### src/rtl/case9_resp_misr.sv
// case9_resp_misr: folds case9 outputs y1..y5 into a 16-bit MISR over NVEC vectors and checks against golden.
// Optional feature macro CASE9_MISR_ONECNT_EN adds the ones_cnt activity counter output.
module case9_resp_misr #(
  parameter int unsigned NVEC = 16,
  parameter logic [15:0] POLY = 16'h1021,
  parameter logic [15:0] SEED = 16'hFFFF
) (
  input  logic        clk,
  input  logic        rst_n,
  input  logic        start,
  input  logic [15:0] golden,
  input  logic        in_valid,
  output logic        in_ready,
  input  logic        y1,
  input  logic        y2,
  input  logic        y3,
  input  logic        y4,
  input  logic        y5,
  output logic        busy,
  output logic        done,
  output logic        pass,
  output logic [15:0] signature,
  output logic [15:0] vec_cnt
`ifdef CASE9_MISR_ONECNT_EN
  ,
  output logic [19:0] ones_cnt
`endif
);

  typedef enum logic [1:0] {
    IDLE = 2'd0,
    RUN  = 2'd1,
    CMP  = 2'd2,
    DONE = 2'd3
  } state_t;

  localparam logic [15:0] LAST_CNT = 16'(NVEC - 32'd1);

  // One GF(2) MISR step: shift, conditional polynomial feedback, inject the zero-extended vector.
  function automatic logic [15:0] misr_step(input logic [15:0] sig, input logic [4:0] v);
    misr_step = {sig[14:0], 1'b0} ^ (sig[15] ? POLY : 16'h0000) ^ {11'b000_0000_0000, v};
  endfunction

`ifdef CASE9_MISR_ONECNT_EN
  function automatic logic [2:0] popcount5(input logic [4:0] v);
    popcount5 = {2'b00, v[0]} + {2'b00, v[1]} + {2'b00, v[2]} + {2'b00, v[3]} + {2'b00, v[4]};
  endfunction
`endif

  state_t     state_r;
  logic [4:0] vec_s;
  logic       accept_s;

  assign vec_s    = {y5, y4, y3, y2, y1};
  // in_ready is a flop, so accept never depends combinationally on in_valid through the FSM.
  assign accept_s = in_valid & in_ready;

  // Control FSM with registered handshake/status outputs and the MISR datapath.
  always_ff @(posedge clk or negedge rst_n) begin
    if (!rst_n) begin
      state_r   <= IDLE;
      in_ready  <= 1'b0;
      busy      <= 1'b0;
      done      <= 1'b0;
      pass      <= 1'b0;
      signature <= SEED;
      vec_cnt   <= 16'd0;
`ifdef CASE9_MISR_ONECNT_EN
      ones_cnt  <= 20'd0;
`endif
    end else begin
      case (state_r)
        IDLE, DONE: begin
          if (start) begin
            state_r   <= RUN;
            in_ready  <= 1'b1;
            busy      <= 1'b1;
            done      <= 1'b0;
            pass      <= 1'b0;
            signature <= SEED;
            vec_cnt   <= 16'd0;
`ifdef CASE9_MISR_ONECNT_EN
            ones_cnt  <= 20'd0;
`endif
          end else begin
            state_r <= state_r;
          end
        end
        RUN: begin
          if (accept_s) begin
            signature <= misr_step(signature, vec_s);
            vec_cnt   <= vec_cnt + 16'd1;
`ifdef CASE9_MISR_ONECNT_EN
            ones_cnt  <= ones_cnt + {17'd0, popcount5(vec_s)};
`endif
            if (vec_cnt == LAST_CNT) begin
              state_r  <= CMP;
              in_ready <= 1'b0;
            end else begin
              state_r <= RUN;
            end
          end else begin
            state_r <= RUN;
          end
        end
        CMP: begin
          pass    <= (signature == golden);
          state_r <= DONE;
          busy    <= 1'b0;
          done    <= 1'b1;
        end
        default: begin
          state_r  <= IDLE;
          in_ready <= 1'b0;
          busy     <= 1'b0;
          done     <= 1'b0;
          pass     <= 1'b0;
        end
      endcase
    end
  end

endmodule

### config.mk
export PLATFORM = sky130hd
export DESIGN_NAME = case9_resp_misr
export DESIGN_NICKNAME = d
export VERILOG_FILES = /design/src/rtl/case9_resp_misr.sv
export SDC_FILE = /design/constraint.sdc
export NUM_CORES = 1
export LEC_CHECK = 0
export BUFFER_PORTS_ARGS = -buffer_cell sky130_fd_sc_hd__buf_2
export CORE_MARGIN = 8
export CORE_UTILIZATION = 46
export DETAILED_ROUTE_END_ITERATION = 8
export PLACE_DENSITY = 0.85
export SYNTH_ARGS = -nofsm -noshare
export SYNTH_HDL_FRONTEND = slang
export SYNTH_SLANG_ARGS = --single-unit
export TNS_END_PERCENT = 20
### constraint.sdc
create_clock -name clk -period 2 [get_ports clk]
set_input_delay 0.4 -clock clk [delete_from_list [all_inputs] [get_ports clk]]
set_output_delay 0.4 -clock clk [all_outputs]
set_load 0.01 [all_outputs]
======== Word level (Yosys, flattened, before mapping) ========
Index checks and enable logic that the tools add are counted.
storage, ports and cells
  logic and storage cells ................. 45
  output and inout port bits .............. 36
  register bits after elaboration ......... 38
  input port bits ......................... 25
cells by class
  equal/unequal tests ..................... 8
  mux-type cells .......................... 19
  reduce and logical (&&, ||, !) cells .... 7
  bitwise operators ....................... 3
  $add $sub $neg .......................... 1
operators with widths
  cell                                                              count
  16-bit two-way mux                                                4
  16-bit case mux with 2 select lines                               2
  16-bit by 1-bit adder with 16-bit output, second input constant   1
  16-bit == test                                                    1
  16-bit by 4-bit == test with 1-bit output, second input constant  1
  16-bit by 13-bit XOR with 16-bit output                           1
  16-bit by 5-bit XOR with 16-bit output                            1
  13-bit two-way mux                                                1
  1-bit case mux with 2 select lines                                4
  2-bit two-way mux                                                 3
  2-bit != test, second input constant                              3
  2-bit case mux with 3 select lines                                1
  2-bit == test, second input constant                              2
  1-bit two-way mux                                                 4
  4-bit AND reduction                                               1
  2-bit nonzero test                                                2
  3-bit AND reduction                                               1
  2-bit by 1-bit == test with 1-bit output, second input constant   1
  2-bit zero test                                                   1
  2-bit AND reduction                                               1
  2-bit OR reduction                                                1
  1-bit bitwise AND                                                 1

======== Longest topological paths before layout ========
Gate-level depths: netlist (run 1).
  depth in word-level cells ............... 5
  gate-level depth with buffers ........... 9
  mapped depth without buffers ............ 6

======== Worst setup path before layout (run 1) ========
OpenSTA, ideal clock, no wires.
  path kind ............................... register to register
  start point ............................. reg state_r[0]
  end point ............................... reg vec_cnt[15]
  path buffers ............................ 1
  clock period less this slack ............ 2042 ps
  stages on the path, launching flop included .. 8
  arrival ................................. 1964 ps
  setup slack ............................. -42 ps
  setup time .............................. 78 ps
  required time ........................... 1922 ps
  cell sequence ........................... dfrtp_1 > inv_1 > ha_1 > buf_6 > mux2i_2 > or3_4 > or4_1 > a21oi_1
between the ends
  longest elaborated chain between the ends .. 4
  elaborated cells on any way between the ends .. 9
  classes of those cells .................. eq/ne (4); mux (1); reduce/logical (4)
ends and longest elaborated chain
  element                                                               RTL line  text
  from (decl)                                                           50        state_t state_r;
  from (signal assigned)                                                86        state_r <= state_r;
  2-bit == test or 2-bit zero test (tied branches)                      72        case (state_r)
  2-bit OR reduction                                                    72
  2-bit != test (no source line) or 2-bit nonzero test (tied branches)  -
  3-bit AND reduction (no source line)                                  -
  to (signal assigned)                                                  92        vec_cnt <= vec_cnt + 16'd1;
  to (decl)                                                             23        output logic [15:0] vec_cnt
Several ways; a longest one is shown, not always the timed one.
A chain may end at the register's enable or synchronous reset.

======== Final worst setup path (run 1) ========
Ends and elaborated chain as after synthesis.

==> flow_metrics.env, run 1 <==
export IMPL_status="finished clean"
export IMPL_critPathRequiredTime_ps=2220
export IMPL_critPathSlowestCell="or4_1"
export IMPL_synth_warning_count=0
export IMPL_ios=61
export IMPL_synthToLayoutAreaGrowth_pct=27.08
export IMPL_cts_inserted_buffers=5
export IMPL_ys_flop_type="dfrtp_1"
export IMPL_crit_fanout=6
export IMPL_fin_crit_sh_pct=99.26
export IMPL_routed_wl_mm=5.450
export IMPL_drv_slew=0
export IMPL_synth_cell_types=35
export IMPL_drv_cap=0
export IMPL_grt_max_degree=39
export IMPL_avgSynthCellArea_sq_um=9.261
export IMPL_drt_first_pass_iters=4
export IMPL_grt_pass1_vias=1994
export IMPL_die_y_um=83.16
export IMPL_critical_path_class="reg2reg"
export IMPL_antenna_found_initial=0
export IMPL_dpl_hpwl_mm=4.091
export IMPL_drive_above_1_share_pct=34.24
export IMPL_synth_edff_count=0
export IMPL_die_w_um=83.16
export IMPL_core_sq_um=4354
export IMPL_clk_latency_ps=290
export IMPL_ys_async_sr_fraction_pct=100.0
export IMPL_clock_sinks=38
export IMPL_clock_fmax_mhz=503.8
export IMPL_vias=1899
export IMPL_hold_class="in2async"
export IMPL_route_detailed_drc=0
export IMPL_cts_path_max_buffers=2
export IMPL_io_buffers=60
export IMPL_vias_per_cell=5.473
export IMPL_relSlewSlack_pct=75.69
export IMPL_cts_setup_buffers=0
export IMPL_hold_viol=0
export IMPL_syn_area_sq_um=2074
export IMPL_path_cells="inv_1 -> ha_1 -> mux2i_4 -> or3_4 -> or4_1 -> a21oi_1"
export IMPL_nets=322
export IMPL_placed_cell_area_sq_um=2526
export IMPL_final_antenna_net_count=0
export IMPL_p_leak_uw=0.001211
export IMPL_cp_start_kind="register"
export IMPL_ctsHoldBuffers=0
export IMPL_worstMarginPinSlew_ps=361.3
export IMPL_fin_util_pct=60.55
export IMPL_cts_root_buf="clkbuf_8"
export IMPL_rsz0062_at_grt="yes"
export IMPL_ir_worst_vdd_uv=867.8
export IMPL_slowest_delay_ps=480
export IMPL_rows=24
export IMPL_seq_area_frac_synth_pct=46.80
export IMPL_routabilityCongestion=0.8711
export IMPL_finalInstanceArea_sq_um=2636
export IMPL_ctsHtreeMaxLevel=2
export IMPL_synth_seq_cells=38
export IMPL_synth_nets=252
export IMPL_grt_use_total_pct=15.57
export IMPL_holdWs_ps=66.52
export IMPL_clock_skew_ps=8.901
export IMPL_diodes=0
export IMPL_initial_core_util_pct=47.64
export IMPL_timing_final_crit_period_ps=1985
export IMPL_crit_arrival_ps=2210
export IMPL_cts_tree="built"
export IMPL_die_area_sq_um=6915
export IMPL_wl_per_cell_um=15.71
export IMPL_drt_iter0_drc=74
export IMPL_synth_cells=224
export IMPL_grt_pass1_wl_mm=9.239
export IMPL_finalSetupViolations=0
export IMPL_crit_path_end_kind="register"
export IMPL_cts_resized=0
export IMPL_path_clk_slew_ps=80
export IMPL_p_per_area_nw_per_um2=1353
export IMPL_grt_overflow=0
[final timing paths]
kind | slack, ps | depth (start not counted) | startpoint | end
worst max-delay path | 10 | 6 | state_r[0] | vec_cnt[15]
worst min-delay path | 70 | 2 | rst_n | vec_cnt[13]
worst max register to register | 10 | 6 | state_r[0] | vec_cnt[15]
worst min register to register | 480 | 2 | signature[13] | signature[14]
max in group asynchronous | 1670 | 2 | rst_n | signature[7]
min in group clk | 360 | 3 | y1 | signature[0]
[layout make-up]
class,instances,area (sq um)
fillers,387,1718
well taps,52,65.06
clock buffers,8,101.3
inverters,4,15.01
repair buffers,73,422.9
flip-flops and latches,38,970.9
multi-input cells,172,1061
[registers in the layout (all words and copies together), names as in the netlist]
register / flops
pass: 1
in_ready: 1
state_r: 2
signature: 16
vec_cnt: 16
busy: 1
done: 1
[cell usage after synthesis (all sizes together), types with 2 or more instances]
cell | count | area (sq um)
nand2 | 25 | 93.84
a31oi | 5 | 31.28
dfstp | 16 | 420.4
and4 | 2 | 17.52
or4 | 2 | 15.01
nand2b | 3 | 18.77
o21ai | 22 | 110.1
ha | 3 | 37.54
a21oi | 9 | 45.04
xor2 | 15 | 131.4
nand4 | 4 | 25.02
xnor2 | 15 | 131.4
o31ai | 4 | 30.03
nor4 | 9 | 56.30
inv | 4 | 15.01
nor3 | 5 | 25.02
and2 | 2 | 12.51
dfrtp | 22 | 550.5
or2 | 2 | 12.51
nor2 | 21 | 78.83
mux2i | 3 | 33.78
clkbuf | 9 | 33.78
nand3 | 11 | 55.05
[per-stage QoR]
step | power [uW] | std cells | setup WS [ps] | setup TNS (ps)
after CTS | 3597 | 347 | 11.93 | 0
after global routing | 3825 | 347 | -81.13 | -140.8
after floorplan | 2354 | 224 | 10.24 | 0
after global placement | 2919 | 339 | 77.21 | 0
final | 3566 | 347 | 14.89 | 0
after detailed placement | 2986 | 339 | 18.54 | 0
[placed cells by master (no fill, tap or decap), types with 2 or more instances in the layout]
master    count
ha_1          3
inv_1         4
buf_12        2
nand3_1      11
mux2i_1       2
o31ai_1       4
nor2_1       21
xnor2_1      15
nand2_1      25
clkbuf_8      5
buf_4        11
clkbuf_1      2
nor3_1        5
o21ai_0      22
dfrtp_1      22
nand2b_1      3
a31oi_1       5
and4_1        2
or2_2         2
a21oi_1       9
buf_2        60
nand4_1       4
dfstp_2      16
and2_1        2
nor4_1        8
or4_1         2
xor2_1       15
[power breakdown]
group          switching [uW]  leakage [uW]  total, uW  internal [uW]
logic                     898      0.000701       1630            733
registers                 258      0.000459       1350           1090
clock network             261     0.0000506        584            323
[per-layer routing]
metal	global-route usage (%)	up-vias	wire, um
met2	23.97	72	2493
li1	-	927	-
met1	19.84	893	2498
met3	5.273	7	385
met5	0	-	0
met4	5.112	0	72
[worst max-delay path, delay by kind of cell, from the launching register on]
| kind | cells | cell delay, ps |
|---|---|---|
| buf+inv | 1 | 60 |
| flops | 1 | 360 |
| mux | 1 | 210 |
| fa+ha+maj | 1 | 330 |
| simple gates | 2 | 840 |
| compound gates | 1 | 130 |
[cells by family after synthesis]
kind of cell / after synthesis / synth area share, %
AO/OA/AOI/OAI: 44 / 12.06
flip-flops: 38 / 46.80
multiplexers: 3 / 1.628
adder cells (fa/ha/maj): 3 / 1.810
AND/OR/NAND/NOR: 92 / 22.14
buffers and inverters: 14 / 2.895
XOR/XNOR: 30 / 12.67
Note: power is estimated with default switching activity, not from simulation.
==> run 2, diff against run 1 <==
- CTS_CLUSTER_SIZE: default -> 8
- clock period: 2 -> 1.78 ns (I/O delays scaled with it)
==> run 2 against run 1 <==
The run now ends with setup timing left. Power rose by 13%. Utilization increased by 1.5 points. Highest routed layer unchanged. Combinational power is 20% higher. Largest cell class unchanged. Worst hold slack better by 32 ps. Clock-buffer cell count unchanged. First-iteration DRC count rose by 45%. Non-clock buffer count rose by 8. Clock power fell by 3%. Global-route usage grew 0.62 points. Via count grew 3.7%.
==> flow_metrics.env, run 2 (synthesis results as in run 1) <==
export IMPL_wl_per_cell_um=15.99
export IMPL_crit_path_end_kind="register"
export IMPL_cts_inserted_buffers=5
export IMPL_clock_skew_ps=5.008
export IMPL_vias_per_cell=5.546
export IMPL_cp_start_kind="register"
export IMPL_ir_worst_vdd_uv=985.5
export IMPL_path_clk_slew_ps=70
export IMPL_nets=330
export IMPL_die_area_sq_um=6915
export IMPL_timing_final_crit_period_ps=1871
export IMPL_drt_first_pass_iters=6
export IMPL_grt_pass1_wl_mm=9.390
export IMPL_ios=61
export IMPL_final_antenna_net_count=0
export IMPL_finalSetupViolations=2
export IMPL_cts_root_buf="clkbuf_8"
export IMPL_final_common_cell="buf_2"
export IMPL_grt_use_total_pct=16.19
export IMPL_tns_ps=-180.1
export IMPL_routed_wl_mm=5.675
export IMPL_synthToLayoutAreaGrowth_pct=30.16
export IMPL_drive_above_1_share_pct=38.28
export IMPL_critical_path_class="reg2reg"
export IMPL_routabilityCongestion=0.8687
export IMPL_initial_core_util_pct=47.64
export IMPL_drv_cap=0
export IMPL_grt_overflow=0
export IMPL_route_detailed_drc=0
export IMPL_grt_pass1_vias=2000
export IMPL_vias=1969
export IMPL_drt_iter0_drc=107
export IMPL_status="complete, but fails checks"
export IMPL_final_cell_mix="buf_2, nand2_1, dfrtp_1"
export IMPL_p_per_area_nw_per_um2=1496
export IMPL_antenna_found_initial=0
export IMPL_clock_fmax_mhz=534.5
export IMPL_hold_class="in2async"
export IMPL_cts_tree="built"
export IMPL_clock_sinks=38
export IMPL_io_buffers=60
export IMPL_grt_max_degree=39
export IMPL_fin_crit_sh_pct=105.1
export IMPL_ctsHtreeMaxLevel=2
export IMPL_core_sq_um=4354
export IMPL_worstMarginPinSlew_ps=469.7
export IMPL_crit_fanout=5
export IMPL_p_leak_uw=0.001243
export IMPL_crit_arrival_ps=2100
export IMPL_drv_slew=0
export IMPL_dpl_hpwl_mm=4.228
export IMPL_hold_viol=0
export IMPL_die_y_um=83.16
export IMPL_violations="setup timing"
export IMPL_die_w_um=83.16
export IMPL_rows=24
export IMPL_critPathRequiredTime_ps=2000
export IMPL_clk_latency_ps=290
export IMPL_placed_cells=346
export IMPL_setup_ws_ps=-91.02
export IMPL_finalNonFillerCells=355
export IMPL_diodes=0
export IMPL_cts_path_max_buffers=2
export IMPL_ctsHoldBuffers=0
export IMPL_relSlewSlack_pct=68.69
export IMPL_largestRegisters="signature x16, vec_cnt x16, state_r x2"
export IMPL_rsz0062_at_grt="yes"
## run 2: final cells by class
type	instances	area [sq um]
Inverter	4	15.01
Multi-Input combinational cell	172	1111
Fill cell	389	1654
Tap cell	52	65.06
Sequential cell	38	970.9
Clock buffer	8	80.08
Timing Repair Buffer	81	457.9
## run 2: per-stage QoR
step                      util, %  cell area (sq um)  power [uW]  hold WS [ps]  worst slack, ps
after floorplan                 -               2083        2644         60.41           -140.6
after global placement      58.65               2554        3299         423.6           -96.58
after detailed placement    58.65               2554        3379         423.8           -151.4
after CTS                   60.89               2651        4002         111.9           -65.49
after global routing        62.01               2700        4330         133.2           -138.7
final                       62.01               2700        4039         98.11           -91.02
## run 2: worst max-delay path, stage by stage (launching register included)
cell     delay (ps)
dfrtp_1         420
inv_2            90
ha_4            210
mux2i_4         190
or3_4           360
or4_4           430
a21oi_2         120
## run 2: per-layer routing
layer  track usage (%)  vias up  part of all wire (%)
met3             5.859        9                   7.7
met2             24.89       85                    47
met1             20.43      934                    44
li1                  -      941                     -
met4             5.272        0                   1.4
met5                 0        -                     0
## run 2: power by group
group	internal, uW	leakage (uW)	switching (uW)
registers	1230	0.000459	289
clock network	278	0.0000395	289
logic	902	0.000745	1050
## run 2: repair_timing
item | in CTS | in global routing
setup endpoints to repair | 24 | 25
pin swaps | 1 | 0
resized for setup | 4 | 9
buffers inserted | 0 | 1
## run 2: worst paths after layout
check / start / to / slack (ps) / cells past startpoint
setup / recovery: state_r[0] / vec_cnt[11] / -90 / 6
hold / removal: rst_n / vec_cnt[7] / 100 / 2
setup reg to reg: state_r[0] / vec_cnt[11] / -90 / 6
hold reg to reg: signature[14] / signature[15] / 480 / 2
max in group asynchronous: rst_n / signature[6] / 1320 / 2
min in group clk: y1 / signature[0] / 320 / 3
